$ cat config.mk
export PLATFORM = sky130hd
export DESIGN_NAME = spi_loader
export DESIGN_NICKNAME = d
export VERILOG_FILES = /design/src/rtl/spi_loader.sv
export SDC_FILE = /design/constraint.sdc
export NUM_CORES = 1
export LEC_CHECK = 0
export CORE_AREA = 4 4 72 74
export DETAILED_ROUTE_END_ITERATION = 8
export DIE_AREA = 0 0 76 78
export PLACE_DENSITY = 0.65
export SLEW_MARGIN = 0
export SYNTH_ARGS = -nofsm -noshare
export SYNTH_HDL_FRONTEND = slang
export SYNTH_SLANG_ARGS = --single-unit
$ cat constraint.sdc
create_clock -name clk -period 2.1 [get_ports clk]
set_input_delay 0.42 -clock clk [delete_from_list [all_inputs] [get_ports clk]]
set_output_delay 0.42 -clock clk [all_outputs]
set_load 0.02 [all_outputs]
$ cat src/rtl/spi_loader.sv
// spi_loader: SPI slave front end for the program/data memory loader.
// Receives 10-bit frames (2-bit op, 8-bit data) while ssel is low and
// decodes them into write strobes with an auto-incrementing address.
// Optional feature macro: SPI_READBACK_EN enables MISO readback of the
// data memory word at wr_addr. Without it, ssp1_miso is tied low.
module spi_loader (
  input  logic       clk,
  input  logic       reset,
  input  logic       ssp1_sck,
  input  logic       ssp1_ssel,
  input  logic       ssp1_mosi,
  output logic       ssp1_miso,
  output logic       wr_prog,
  output logic       wr_mem,
  output logic [7:0] wr_addr,
  output logic [7:0] wr_data,
  input  logic [7:0] rd_data,
  output logic       frame_err,
  output logic       sck_sync,
  output logic       ssel_sync,
  output logic       mosi_sync
);

  // Per pin: [0] IOB stage, [1] synchronised value, [2] delayed copy for edges.
  logic [2:0] sck_q, ssel_q, mosi_q;

  logic [3:0] bit_ctr_q, bit_ctr_d;
  logic [9:0] shift_q, shift_d;

  logic [7:0] wr_addr_q, wr_data_q;
  logic       wr_prog_q, wr_mem_q, frame_err_q;
  // Address increment deferred one clk so the strobe shows the old address.
  logic       inc_q;

  logic sck_rise, sck_fall, ssel_fall, ssel_rise, ssel_low, mosi_s;

  assign sck_rise  = sck_q[1] & ~sck_q[2];
  assign sck_fall  = ~sck_q[1] & sck_q[2];
  assign ssel_fall = ~ssel_q[1] & ssel_q[2];
  assign ssel_rise = ssel_q[1] & ~ssel_q[2];
  assign ssel_low  = ~ssel_q[1];
  assign mosi_s    = mosi_q[1];

  assign sck_sync  = sck_q[1];
  assign ssel_sync = ssel_q[1];
  assign mosi_sync = mosi_q[1];

  // Two-flop synchronisers plus a delayed copy for edge detection.
  always_ff @(posedge clk or posedge reset) begin
    if (reset) begin
      sck_q  <= 3'b000;
      ssel_q <= 3'b111;
      mosi_q <= 3'b000;
    end else begin
      sck_q  <= {sck_q[1:0], ssp1_sck};
      ssel_q <= {ssel_q[1:0], ssp1_ssel};
      mosi_q <= {mosi_q[1:0], ssp1_mosi};
    end
  end

  // Frame capture: a ssel fall restarts the frame and wins over a
  // coincident sck rise; the bit counter saturates at 11.
  always_comb begin
    bit_ctr_d = bit_ctr_q;
    shift_d   = shift_q;
    if (ssel_fall) begin
      bit_ctr_d = 4'd0;
      shift_d   = 10'd0;
    end else if (sck_rise && ssel_low) begin
      shift_d = {shift_q[8:0], mosi_s};
      if (bit_ctr_q != 4'd11) bit_ctr_d = bit_ctr_q + 4'd1;
    end
  end

  // Frame capture registers.
  always_ff @(posedge clk or posedge reset) begin
    if (reset) begin
      bit_ctr_q <= 4'd0;
      shift_q   <= 10'd0;
    end else begin
      bit_ctr_q <= bit_ctr_d;
      shift_q   <= shift_d;
    end
  end

  // Frame execution on the synchronised ssel rise: one-clk strobes, then
  // the address increment on the following edge.
  always_ff @(posedge clk or posedge reset) begin
    if (reset) begin
      wr_addr_q   <= 8'd0;
      wr_data_q   <= 8'd0;
      wr_prog_q   <= 1'b0;
      wr_mem_q    <= 1'b0;
      frame_err_q <= 1'b0;
      inc_q       <= 1'b0;
    end else begin
      wr_prog_q   <= 1'b0;
      wr_mem_q    <= 1'b0;
      frame_err_q <= 1'b0;
      inc_q       <= 1'b0;
      if (inc_q) wr_addr_q <= wr_addr_q + 8'd1;
      if (ssel_rise) begin
        if (bit_ctr_q == 4'd10) begin
          case (shift_q[9:8])
            2'b00: wr_addr_q <= shift_q[7:0];
            2'b01: begin
              wr_prog_q <= 1'b1;
              wr_data_q <= shift_q[7:0];
              inc_q     <= 1'b1;
            end
            2'b10: inc_q <= 1'b1;
            default: begin
              wr_mem_q  <= 1'b1;
              wr_data_q <= shift_q[7:0];
              inc_q     <= 1'b1;
            end
          endcase
        end else begin
          frame_err_q <= 1'b1;
        end
      end
    end
  end

  assign wr_addr   = wr_addr_q;
  assign wr_data   = wr_data_q;
  assign wr_prog   = wr_prog_q;
  assign wr_mem    = wr_mem_q;
  assign frame_err = frame_err_q;

`ifdef SPI_READBACK_EN
  logic [7:0] out_sr_q;
  logic       miso_q;

  // Readback: load the memory word on the second sck rise, shift it out
  // MSB first on the falls that follow rises 2..9; low otherwise.
  always_ff @(posedge clk or posedge reset) begin
    if (reset) begin
      out_sr_q <= 8'd0;
      miso_q   <= 1'b0;
    end else if (!ssel_low) begin
      miso_q <= 1'b0;
    end else begin
      if (sck_rise && !ssel_fall && bit_ctr_q == 4'd1) out_sr_q <= rd_data;
      if (sck_fall) begin
        if (bit_ctr_q >= 4'd2 && bit_ctr_q <= 4'd9) begin
          miso_q   <= out_sr_q[7];
          out_sr_q <= {out_sr_q[6:0], 1'b0};
        end else begin
          miso_q <= 1'b0;
        end
      end
    end
  end

  assign ssp1_miso = miso_q;
`else
  logic unused_rd_data;
  assign unused_rd_data = ^rd_data;
  assign ssp1_miso      = 1'b0;
`endif

endmodule
==> results.sh <==
export IMPL_critPathTopFamily="buffers and inverters"
export IMPL_powerDensity_mw_per_mm2=655
export IMPL_hpwl_mm=2.32
export IMPL_start_util_pct=38.1
export IMPL_cts_htree_levels=2
export IMPL_final_max_slew_viol_count=0
export IMPL_clk_latency_ns=0.29
export IMPL_design_die_area_mm2=0.00593
export IMPL_syn_avg_cell_area_um2=11.5
export IMPL_port_buffers=26
export IMPL_setup_violations=0
export IMPL_vias=1203
export IMPL_fin_cells=236
export IMPL_grt_max_degree=43
export IMPL_cpMaxStageDelayCell="clkdlybuf4s50_1"
export IMPL_synth_top_area_share_pct=55.7
export IMPL_grt_pass1_vias=1202
export IMPL_wire_per_inst_um=13.8
export IMPL_slowest_delay_ns=0.62
export IMPL_rows=25
export IMPL_critPathRequiredTime_ns=1.68
export IMPL_final_nets=197
export IMPL_areaGrowthSynthToFinish_pct=23.1
export IMPL_via_per_inst=5.10
export IMPL_die_y_um=78
export IMPL_cts_hold_buf=0
export IMPL_mostFrequentLayoutCells="dfrtp_1 (39), clkdlybuf4s50_1 (26), nand2_1 (21), a21oi_1 (14), mux2_2 (8)"
export IMPL_cts_root_buf="clkbuf_8"
export IMPL_max_cap_violations=0
export IMPL_dp_cells=228
export IMPL_drcViolationCount=0
export IMPL_final_common_cell="dfrtp_1"
export IMPL_max_freq_mhz=521
export IMPL_timing_final_crit_share_pct=91.4
export IMPL_tns_ns=0
export IMPL_syn_inst=152
export IMPL_critical_path_class="reg -> out"
export IMPL_min_period_ns=1.92
export IMPL_worst_pin_slew_ns=1.09
export IMPL_firstDrtPassIters=4
export IMPL_overflow=0
export IMPL_synth_area_leaders="dfrtp_1 (56%), mux2_2 (5.1%), dfstp_2 (4.5%), nand2_1 (4.5%), a21oi_1 (4.0%)"
export IMPL_relSlewSlack_pct=26.9
export IMPL_cts_sinks=42
export IMPL_cp_cell_sequence="clkdlybuf4s50_1"
export IMPL_cts_buffers_inserted=5
export IMPL_ys_ff_latch=42
export IMPL_cts_tree="done"
export IMPL_ys_warn_count=0
export IMPL_n_antenna_cell=0
export IMPL_wl_mm=3.26
export IMPL_ys_seq_area_share_pct=60.2
export IMPL_clock_path_buffers=2
export IMPL_p_leak_nw=0.953
export IMPL_outcome="completed"
export IMPL_grt_pass1_wl_mm=5.69
export IMPL_post_cts_buffers=0
export IMPL_critPathLaunchType="flop"
export IMPL_cp_arrival_ns=1.50
export IMPL_rsz0062_at_grt="no"
export IMPL_crit_fanout=7
export IMPL_synth_largest_area_cell="dfrtp_1"
export IMPL_antenna_found_initial=0
export IMPL_end_kind="output pin"
export IMPL_ios=36
export IMPL_drive_gt1_share_pct=13.7
export IMPL_cts_clk_slew_worst_paths_ns=0.08
export IMPL_n_fill_cell=401
export IMPL_max_vdd_ir_drop_uv=342
export IMPL_core_mm2=0.00460
export IMPL_cts_resized=0
export IMPL_synth_nets=168
export IMPL_hold_viol=0
export IMPL_ys_types=31
export IMPL_drtAntennaViolNets=0
export IMPL_path_buf_inv=1
export IMPL_skew_ns=0.00421
export IMPL_synth_area_mm2=0.00175
export IMPL_hold_path_class="reg -> reg"
export IMPL_chipWidth_um=76
export IMPL_routabilityCongestion=0.758
export IMPL_drtIter0Drc=62
export IMPL_track_usage_pct=12.0
[final timing paths]
kind	to	from	slack, ns	cells past startpoint
max in group asynchronous	ssel_q[0]	reset	1.19	3
worst max register to register	wr_addr[4]	bit_ctr_q[0]	0.20	5
worst min register to register	mosi_q[1]	mosi_q[0]	0.35	0
worst min-delay path	mosi_q[1]	mosi_q[0]	0.35	0
worst max-delay path	ssel_sync	ssel_q[1]	0.18	1
min in group asynchronous	wr_data[3]	reset	0.55	3
[synth_stat cells (all sizes together)]
cell type  instances
ha                 3
buf                3
nor2b              2
nand2b             1
and3               1
or3b               1
and3b              2
mux2i              1
a31oi              3
nand3              4
dfstp              3
inv                4
conb               1
mux2              12
xor2               1
nor2               3
o21ai              7
or3                7
nor4               4
nand2             21
or2                1
nand3b             3
dfrtp             39
nand4              3
clkbuf             3
xnor2              3
or4                1
a21oi             14
nor3b              1
[per-stage QoR]
stage	cell area, µm²	hold WS [ns]	worst slack, ns	power [mW]	utilization (%)
CTS	2160	0.357	0.152	1.44	46.9
finish	2160	0.353	0.180	1.41	46.9
detailed placement	2070	0.338	0.204	0.922	44.9
global route	2160	0.363	0.0829	1.49	46.9
floorplan	1750	0.331	0.396	0.891	-
global placement	2070	0.334	0.306	0.917	44.9
[flip-flops by register name, indices dropped and copies added (netlist names)]
register   flops
wr_prog        1
sck_q          3
shift_q       10
wr_addr        8
bit_ctr_q      4
inc_q          1
mosi_q         2
frame_err      1
wr_mem         1
ssel_q         3
wr_data        8
[where the power goes]
| group | total (mW) | internal (mW) | switching [mW] |
|---|---|---|---|
| sequential | 0.837 | 0.825 | 0.0117 |
| combinational | 0.0666 | 0.0250 | 0.0416 |
| clock | 0.510 | 0.233 | 0.277 |
[area by class of cell]
cell class	count	area, µm²	area share [%]
flip-flops and latches	42	1050	48.9
well taps	54	67.6	3.13
clock inverters	3	21.3	0.987
clock buffers	5	68.8	3.19
multi-input cells	100	653	30.3
repair buffers	28	275	12.8
inverters	4	15.0	0.696
[routing by layer]
layer	vias up	global-route usage, %	share of wire, %
met5	-	0	0
li1	583	-	-
met3	8	4.18	6.3
met1	568	14.6	44
met4	0	6.41	2.2
met2	44	18.7	48
[logic make-up (layout without fill, tap and decap cells)]
family                     count (synthesis)  after routing  synth area share, %
AOI/OAI and AO/OA                         24             24                 7.07
DFF                                       42             42                 60.2
other                                      1              1                0.214
xor gates and xnor gates                   4              4                 2.00
and+or+nand+nor                           55             55                 16.7
muxes                                     13             13                 9.14
buffers and inverters                     10             40                 2.50
adders and majority gates                  3              3                 2.14
No activity file was read; power rests on OpenSTA's default activity.
